### config.mk
export PLATFORM = sky130hd
export DESIGN_NAME = wb_arbiter_2m
export DESIGN_NICKNAME = d
export VERILOG_FILES = /design/src/rtl/wb_arbiter_2m.sv
export SDC_FILE = /design/constraint.sdc
export NUM_CORES = 1
export LEC_CHECK = 0
export ABC_AREA = 1
export BUFFER_PORTS_ARGS = -buffer_cell sky130_fd_sc_hd__buf_2
export CORE_AREA = 4 4 121 123
export CTS_BUF_LIST = sky130_fd_sc_hd__clkbuf_2
export DETAILED_ROUTE_END_ITERATION = 7
export DIE_AREA = 0 0 125 127
export PLACE_DENSITY_LB_ADDON = 0.25
export SLEW_MARGIN = 0
export SYNTH_ARGS = -nofsm -noshare
export SYNTH_HDL_FRONTEND = slang
export SYNTH_SLANG_ARGS = --single-unit
### constraint.sdc
create_clock -name CLK_I -period 2.5 [get_ports CLK_I]
set_input_delay 0.5 -clock CLK_I [delete_from_list [all_inputs] [get_ports CLK_I]]
set_output_delay 0.5 -clock CLK_I [all_outputs]
set_load 0.05 [all_outputs]
### src/rtl/wb_arbiter_2m.sv
`default_nettype none
// ============================================================================
//  Module   : wb_arbiter_2m
//  Brief    : Two-master to one-slave Wishbone classic arbiter with per-cycle
//             round-robin grant and a watchdog that ends stuck transfers with ERR.
//  Revision : 1.0 - initial release
// ============================================================================
module wb_arbiter_2m #(
    parameter int WISHBONE_ADDR_WIDTH = 32,
    parameter int WISHBONE_BUS_WIDTH  = 32,
    parameter int TIMEOUT_CYCLES      = 64
) (
    input  logic                              CLK_I,
    input  logic                              RST_NI,

    input  logic                              M0_CYC_I,
    input  logic                              M0_STB_I,
    input  logic [WISHBONE_ADDR_WIDTH-1:0]    M0_ADR_I,
    input  logic                              M0_WE_I,
    input  logic [WISHBONE_BUS_WIDTH-1:0]     M0_DAT_I,
    input  logic [WISHBONE_BUS_WIDTH/8-1:0]   M0_SEL_I,
    output logic [WISHBONE_BUS_WIDTH-1:0]     M0_DAT_O,
    output logic                              M0_ACK_O,
    output logic                              M0_ERR_O,

    input  logic                              M1_CYC_I,
    input  logic                              M1_STB_I,
    input  logic [WISHBONE_ADDR_WIDTH-1:0]    M1_ADR_I,
    input  logic                              M1_WE_I,
    input  logic [WISHBONE_BUS_WIDTH-1:0]     M1_DAT_I,
    input  logic [WISHBONE_BUS_WIDTH/8-1:0]   M1_SEL_I,
    output logic [WISHBONE_BUS_WIDTH-1:0]     M1_DAT_O,
    output logic                              M1_ACK_O,
    output logic                              M1_ERR_O,

    output logic                              S_CYC_O,
    output logic                              S_STB_O,
    output logic                              S_WE_O,
    output logic [WISHBONE_ADDR_WIDTH-1:0]    S_ADR_O,
    output logic [WISHBONE_BUS_WIDTH-1:0]     S_DAT_O,
    output logic [WISHBONE_BUS_WIDTH/8-1:0]   S_SEL_O,
    input  logic [WISHBONE_BUS_WIDTH-1:0]     S_DAT_I,
    input  logic                              S_ACK_I,
    input  logic                              S_ERR_I,

    output logic [1:0]                        GRANT_O,
    output logic                              TIMEOUT_O
);

    localparam int c_sel_w = WISHBONE_BUS_WIDTH / 8;
    // A disabled watchdog still needs a legal one-bit counter.
    localparam int c_cnt_w = (TIMEOUT_CYCLES > 0) ? $clog2(TIMEOUT_CYCLES + 1) : 1;
    localparam logic [c_cnt_w-1:0] c_cnt_limit = c_cnt_w'(TIMEOUT_CYCLES);
    localparam logic c_wdog_en = (TIMEOUT_CYCLES > 0);

    typedef enum logic [1:0] {
        IDLE = 2'd0,
        GNT0 = 2'd1,
        GNT1 = 2'd2
    } state_t;

    state_t               r_state;
    logic                 r_last;
    logic [c_cnt_w-1:0]   r_wdog_cnt;

    logic                           w_gnt0;
    logic                           w_gnt1;
    logic                           w_sel_cyc;
    logic                           w_sel_stb;
    logic                           w_sel_we;
    logic [WISHBONE_ADDR_WIDTH-1:0] w_sel_adr;
    logic [WISHBONE_BUS_WIDTH-1:0]  w_sel_dat;
    logic [c_sel_w-1:0]             w_sel_sel;
    logic                           w_timeout;
    logic [c_cnt_w-1:0]             w_wdog_cnt_next;

    assign w_gnt0 = (r_state == GNT0);
    assign w_gnt1 = (r_state == GNT1);

    always_comb begin
        w_sel_cyc = 1'b0;
        w_sel_stb = 1'b0;
        w_sel_we  = 1'b0;
        w_sel_adr = '0;
        w_sel_dat = '0;
        w_sel_sel = '0;
        if (w_gnt0) begin
            w_sel_cyc = M0_CYC_I;
            w_sel_stb = M0_STB_I;
            w_sel_we  = M0_WE_I;
            w_sel_adr = M0_ADR_I;
            w_sel_dat = M0_DAT_I;
            w_sel_sel = M0_SEL_I;
        end else if (w_gnt1) begin
            w_sel_cyc = M1_CYC_I;
            w_sel_stb = M1_STB_I;
            w_sel_we  = M1_WE_I;
            w_sel_adr = M1_ADR_I;
            w_sel_dat = M1_DAT_I;
            w_sel_sel = M1_SEL_I;
        end
    end

    // A real ACK or ERR in the limit cycle takes precedence over the watchdog.
    assign w_timeout = c_wdog_en && w_sel_stb && !S_ACK_I && !S_ERR_I
                       && (r_wdog_cnt == c_cnt_limit);

    always_comb begin
        w_wdog_cnt_next = '0;
        if (c_wdog_en && w_sel_stb && !S_ACK_I && !S_ERR_I && !w_timeout) begin
            w_wdog_cnt_next = r_wdog_cnt + 1'b1;
        end
    end

    assign S_CYC_O   = w_sel_cyc;
    assign S_STB_O   = w_sel_stb & ~w_timeout;
    assign S_WE_O    = w_sel_we;
    assign S_ADR_O   = w_sel_adr;
    assign S_DAT_O   = w_sel_dat;
    assign S_SEL_O   = w_sel_sel;

    assign M0_ACK_O  = w_gnt0 & S_ACK_I;
    assign M0_ERR_O  = w_gnt0 & (S_ERR_I | w_timeout);
    assign M0_DAT_O  = w_gnt0 ? S_DAT_I : '0;
    assign M1_ACK_O  = w_gnt1 & S_ACK_I;
    assign M1_ERR_O  = w_gnt1 & (S_ERR_I | w_timeout);
    assign M1_DAT_O  = w_gnt1 ? S_DAT_I : '0;

    assign GRANT_O   = {w_gnt1, w_gnt0};
    assign TIMEOUT_O = w_timeout;

    always_ff @(posedge CLK_I) begin
        if (!RST_NI) begin
            r_state    <= IDLE;
            r_last     <= 1'b1;
            r_wdog_cnt <= '0;
        end else begin
            r_wdog_cnt <= w_wdog_cnt_next;
            case (r_state)
                IDLE: begin
                    if (M0_CYC_I && (!M1_CYC_I || r_last)) begin
                        r_state    <= GNT0;
                        r_last     <= 1'b0;
                        r_wdog_cnt <= '0;
                    end else if (M1_CYC_I) begin
                        r_state    <= GNT1;
                        r_last     <= 1'b1;
                        r_wdog_cnt <= '0;
                    end
                end
                GNT0: begin
                    // Hand straight over to a waiting master; no idle cycle.
                    if (!M0_CYC_I) begin
                        r_wdog_cnt <= '0;
                        if (M1_CYC_I) begin
                            r_state <= GNT1;
                            r_last  <= 1'b1;
                        end else begin
                            r_state <= IDLE;
                        end
                    end
                end
                GNT1: begin
                    if (!M1_CYC_I) begin
                        r_wdog_cnt <= '0;
                        if (M0_CYC_I) begin
                            r_state <= GNT0;
                            r_last  <= 1'b0;
                        end else begin
                            r_state <= IDLE;
                        end
                    end
                end
                default: begin
                    r_state    <= IDLE;
                    r_wdog_cnt <= '0;
                end
            endcase
        end
    end

endmodule
`default_nettype wire
### Word level (Yosys, flattened, before mapping)

Index checks and enable logic that the tools add are counted.
Widths: inputs -> output; s select.

* register bits after elaboration: 10
* bits in latches: 0
* memory bits (writable): 0
* bits in read-only memories: 0
* input port bits: 178
* word-level logic and storage cells: 65
* memories kept: 0

* add/subtract/negate cells: 1
* multiply operators: 0
* divide/modulo/power cells: 0
* $lt $le $gt $ge: 0
* equality and inequality tests: 7
* shifts and indexed selects: 0
* multiplexer cells: 33
* bitwise logic cells: 7
* reduce and logical (&&, ||, !) cells: 14

Operators with widths (count)
* $mux 32: 6
* $mux 7: 5
* $pmux 7 s3: 1
* $mux 1: 12
* $mux 2: 5
* $mux 4: 2
* $add 7x1->7 const B: 1
* $eq 7x7->1 const B: 1
* $ne 2x2->1 const B: 3
* $pmux 2 s3: 1
* $and 1x1->1: 5
* $logic_and 1x1->1: 5
* $logic_not 1->1: 4
* $reduce_and 4->1: 1
* $ne 3x3->1 const B: 1
* $pmux 1 s3: 1
* $reduce_and 3->1: 1
* $reduce_bool 3->1: 1
* $eq 2x1->1 const B: 1
* $eq 2x2->1 const B: 1
* $logic_not 2->1: 1
* $logic_or 1x1->1: 1
* $not 1->1: 1
* $or 1x1->1: 1

### Longest topological paths before layout

* depth after elaboration: 12
* mapped depth: 10

### Worst setup path after synthesis

No wires, ideal clock.

* path type: register -> output
* start: register r_state[1]
* end: output M0_ERR_O
* data arrival time: 2203 ps
* setup slack: -203 ps
* cell stages (with the launch flop): 9
* cells stage by stage: dfxtp_1 > inv_1 > ha_1 > buf_4 > nand2_1 > nand3_1 > nor2_2 > nor2_1 > nor2_1

RTL lines
* from (decl): line 62 `state_t r_state;`
* from (signal assigned): line 134 `r_state <= IDLE;`
* from (signal assigned): line 142 `r_state <= GNT0;`
* from (signal assigned): line 146 `r_state <= GNT1;`
* $eq 2x1->1: line 77 `assign w_gnt0 = (r_state == GNT0);`
* net w_gnt0: line 66 `logic w_gnt0;`
* $mux 1: line 87 `if (w_gnt0) begin`
* $logic_and 1x1->1 (2 in a row): line 105 `assign w_timeout = c_wdog_en && w_sel_stb && !S_ACK_I && !S_ERR_I`
* $logic_and 1x1->1: line 106 `&& (r_wdog_cnt == c_cnt_limit);`
* net TIMEOUT_O: line 47 `output logic TIMEOUT_O`
* $or 1x1->1: line 123 `assign M0_ERR_O = w_gnt0 & (S_ERR_I | w_timeout);`
* $and 1x1->1: line 123
* to (decl): line 24 `output logic M0_ERR_O,`

The timed path passes the listed nets, and every way through them passes these cells.

### Worst setup path after layout

* start: register r_state[0]
* end: output S_ADR_O[25]

* word-level cells in the longest chain between the ends: 3

Ends and longest elaborated chain
* $eq 2x2->1: line 78 `assign w_gnt1 = (r_state == GNT1);`
* $mux 32: line 94 `end else if (w_gnt1) begin`
* $mux 32 (*): line 87
* to (decl): line 39 `output logic [WISHBONE_ADDR_WIDTH-1:0] S_ADR_O,`

Every way passes the cells marked *; elsewhere a longest branch is shown, timed or not.

==> results_dict.tcl <==
set metrics [dict create \
    diodes 0 \
    status "complete, no violations" \
    max-cap-violations 0 \
    dp_hpwl_mm 10.3 \
    wl_met3_um 922 \
    fp.dieH_um 127 \
    io_pins 320 \
    critPathKind "register to output port" \
    grt_pass1_vias 2901 \
    cts_buffer_depth 2 \
    drt-met1-wl_mm 4.91 \
    powerDensity_nw_per_um2 970 \
    avgSynthCellArea_um2 5.90 \
    nets 813 \
    drive_gt1_share_pct 53.9 \
    top_layer "met4" \
    cp-end-kind "output port" \
    leakagePower_uw 0.00277 \
    clock_latency_ns 0.26 \
    slowest_delay_ns 0.37 \
    io_buffers 319 \
    wl_per_cell_um 15.2 \
    setup_viol 0 \
    yosys_warnings 0 \
    areaGrowthSynthToFinish_pct 109 \
    dr_wl_met2_mm 6.42 \
    dpl-instance-area_um2 3880 \
    drt-initial-drc-count 173 \
    drtAntennaViolNets 0 \
    synthCells 324 \
    path_cells "inv_1, ha_2, inv_2, nor2_4, bufbuf_16, a22o_1, clkbuf_4" \
    ys_ff_latch 10 \
    die_w_um 125 \
    core_um2 13700 \
    pre_cts_ws_ns 0.299 \
    routabilityCongestion 0.812 \
    worst-r2r-cell-count 9 \
    slowest_stage "dfxtp_1" \
    grt.total_usage_pct 13.4 \
    dieArea_um2 15900 \
    start_util_pct 14.0 \
    finalCritPeriodShare_pct 96.6 \
    reg2reg_slack_ns 0.75 \
    slew_headroom_pct 69.0 \
    grt_first_pass_wirelength_mm 17.0 \
    cts.root.buffer_cell "clkbuf_2" \
    cp.required_ns 2.00 \
    startpoint_type "register" \
    min_path_cells 1 \
    clk_pin_slew_ns 0.11 \
    crit_family "buffers and inverters" \
    critPathLaunch "r_state[0]" \
    clkSinkCount 10 \
    fin_crit_ns 2.41 \
    vias 3243 \
    skew_ns 0.0117 \
    rows 43 \
    via_per_inst 4.02 \
    seq_area_frac_synth_pct 10.5 \
    hold_ws_ns 0.475 \
    cp-endpoint "S_ADR_O[25]" \
    r2r-start "r_state[1]" \
    overflow 0 \
    ir_drop_mv 0.342 \
    netlist_area_um2 1910 \
    worst_ep_arrival_time_ns 1.91 \
    firstDrtPassIters 4 \
    routed_wirelength_mm 12.3 \
    post-route-drc-count 0 \
    antenna_found_initial 0 \
    hold_path.class "register to register" \
    grt_max_degree 47 \
    tightest_slew_ns 0.465 \
    cp_max_fo 34 \
    rsz0062_at_grt "yes" \
    final_area_um2 4000 \
    cts_tree "yes" \
    drv_slew 0 \
    r2r_end "r_wdog_cnt[0]" \
    finalHoldViolations 0 \
    cts_post_setup_buffers_inserted 0 \
    fin_setup_tns_ns 0 \
    yosys.cell_types.count 24 \
    synth_nets 508 \
    max_freq_mhz 414 \
    cts_max_level 1 \
    timing.final.ws_setup_ns 0.0857 \
    worst-path-buf-inv 4 \
    worst-path-stages 7 \
    cts_buffers 3 \
]
[sequential cells by signal, summed over array words and instances (netlist names)]
name        count
r_last          1
r_state         2
r_wdog_cnt      7
[placed cells by master (no fill, tap or decap), drive strengths merged]
cell type and count:
buf 312, nand2 93, inv 79, a22o 69, nor2 22, clkbuf 15, dfxtp 10, ha 6
nand4 4, a21oi 4, nand3 3, o21ai 3, xor2 2, nand3b 1, xnor2 1, o221ai 1
o21bai 1, bufbuf 1
[stage by stage]
stage               util (%)  std cells  power (uW)
floorplan                  -        324        2690
global placement        28.4        803        3730
detailed placement      28.4        803        3710
CTS                     29.0        807        3900
global route            29.3        807        4080
finish                  29.3        807        3880
[routing by layer]
| metal | vias up | global-route usage [%] |
|---|---|---|
| met5 | - | 0 |
| met4 | 0 | 1.53 |
| met3 | 5 | 2.47 |
| met2 | 175 | 24.8 |
| met1 | 1418 | 16.8 |
| li1 | 1645 | - |
[layout make-up]
type                       instances  area [um2]
multi-input combinational        210        1290
fill                            1546        9660
tap                              180         225
inverter                          79         297
clock buffer                       3        15.0
sequential                        10         200
timing repair buffer             325        1980
[where the power goes]
part | leakage (uW) | internal, uW | switching (uW)
logic | 0.00268 | 1060 | 2540
registers | 0.0000812 | 177 | 19.1
clock network | 0.0000125 | 32.7 | 57.8
total | 0.00277 | 1270 | 2610
[logic make-up after synthesis]
kind of cell | share of synthesized area (%)
AO/OA/AOI/OAI | 34.9
AND/OR/NAND/NOR | 26.4
buffers and inverters | 23.0
XOR/XNOR | 1.37
flip-flops | 10.5
adder cells (fa/ha/maj) | 3.93
[Yosys cell counts (all sizes together)]
master   n  area (um2)
nand3    3        15.0
inv     79         297
nor2    22        92.6
a21oi    4        31.3
nand2   93         352
ha       6        75.1
xnor2    1        8.76
xor2     2        17.5
o21bai   1        7.51
o21ai    3        15.0
nand3b   1        20.0
clkbuf   7        26.3
dfxtp   10         200
o221ai   1        8.76
nand4    4        25.0
a22o    69         604
buf     18         116
[worst reg2reg max path, stage by stage, from the launching register on]
cell	delay (ns)
dfxtp_1	0.36
inv_1	0.12
ha_4	0.19
buf_4	0.39
nand2_2	0.09
nand2_1	0.09
inv_2	0.06
a21oi_4	0.14
nand3b_4	0.13
nor2_1	0.11
[worst min-delay path by stage]
stage,start,end
global placement,r_wdog_cnt[0],r_wdog_cnt[0]
finish,r_wdog_cnt[0],r_wdog_cnt[0]
floorplan,r_wdog_cnt[0],r_wdog_cnt[0]
CTS,r_wdog_cnt[0],r_wdog_cnt[0]
detailed placement,r_wdog_cnt[0],r_wdog_cnt[0]
global route,r_wdog_cnt[0],r_wdog_cnt[0]
[timing repair]
| item | 4_1_cts | 5_1_grt |
|---|---|---|
| hold buffers | 0 | 0 |
| gates cloned | 1 | 0 |
| endpoints found under the setup margin | 1 | 47 |
| resized for setup | 14 | 18 |
No activity file was read; power rests on OpenSTA's default activity.
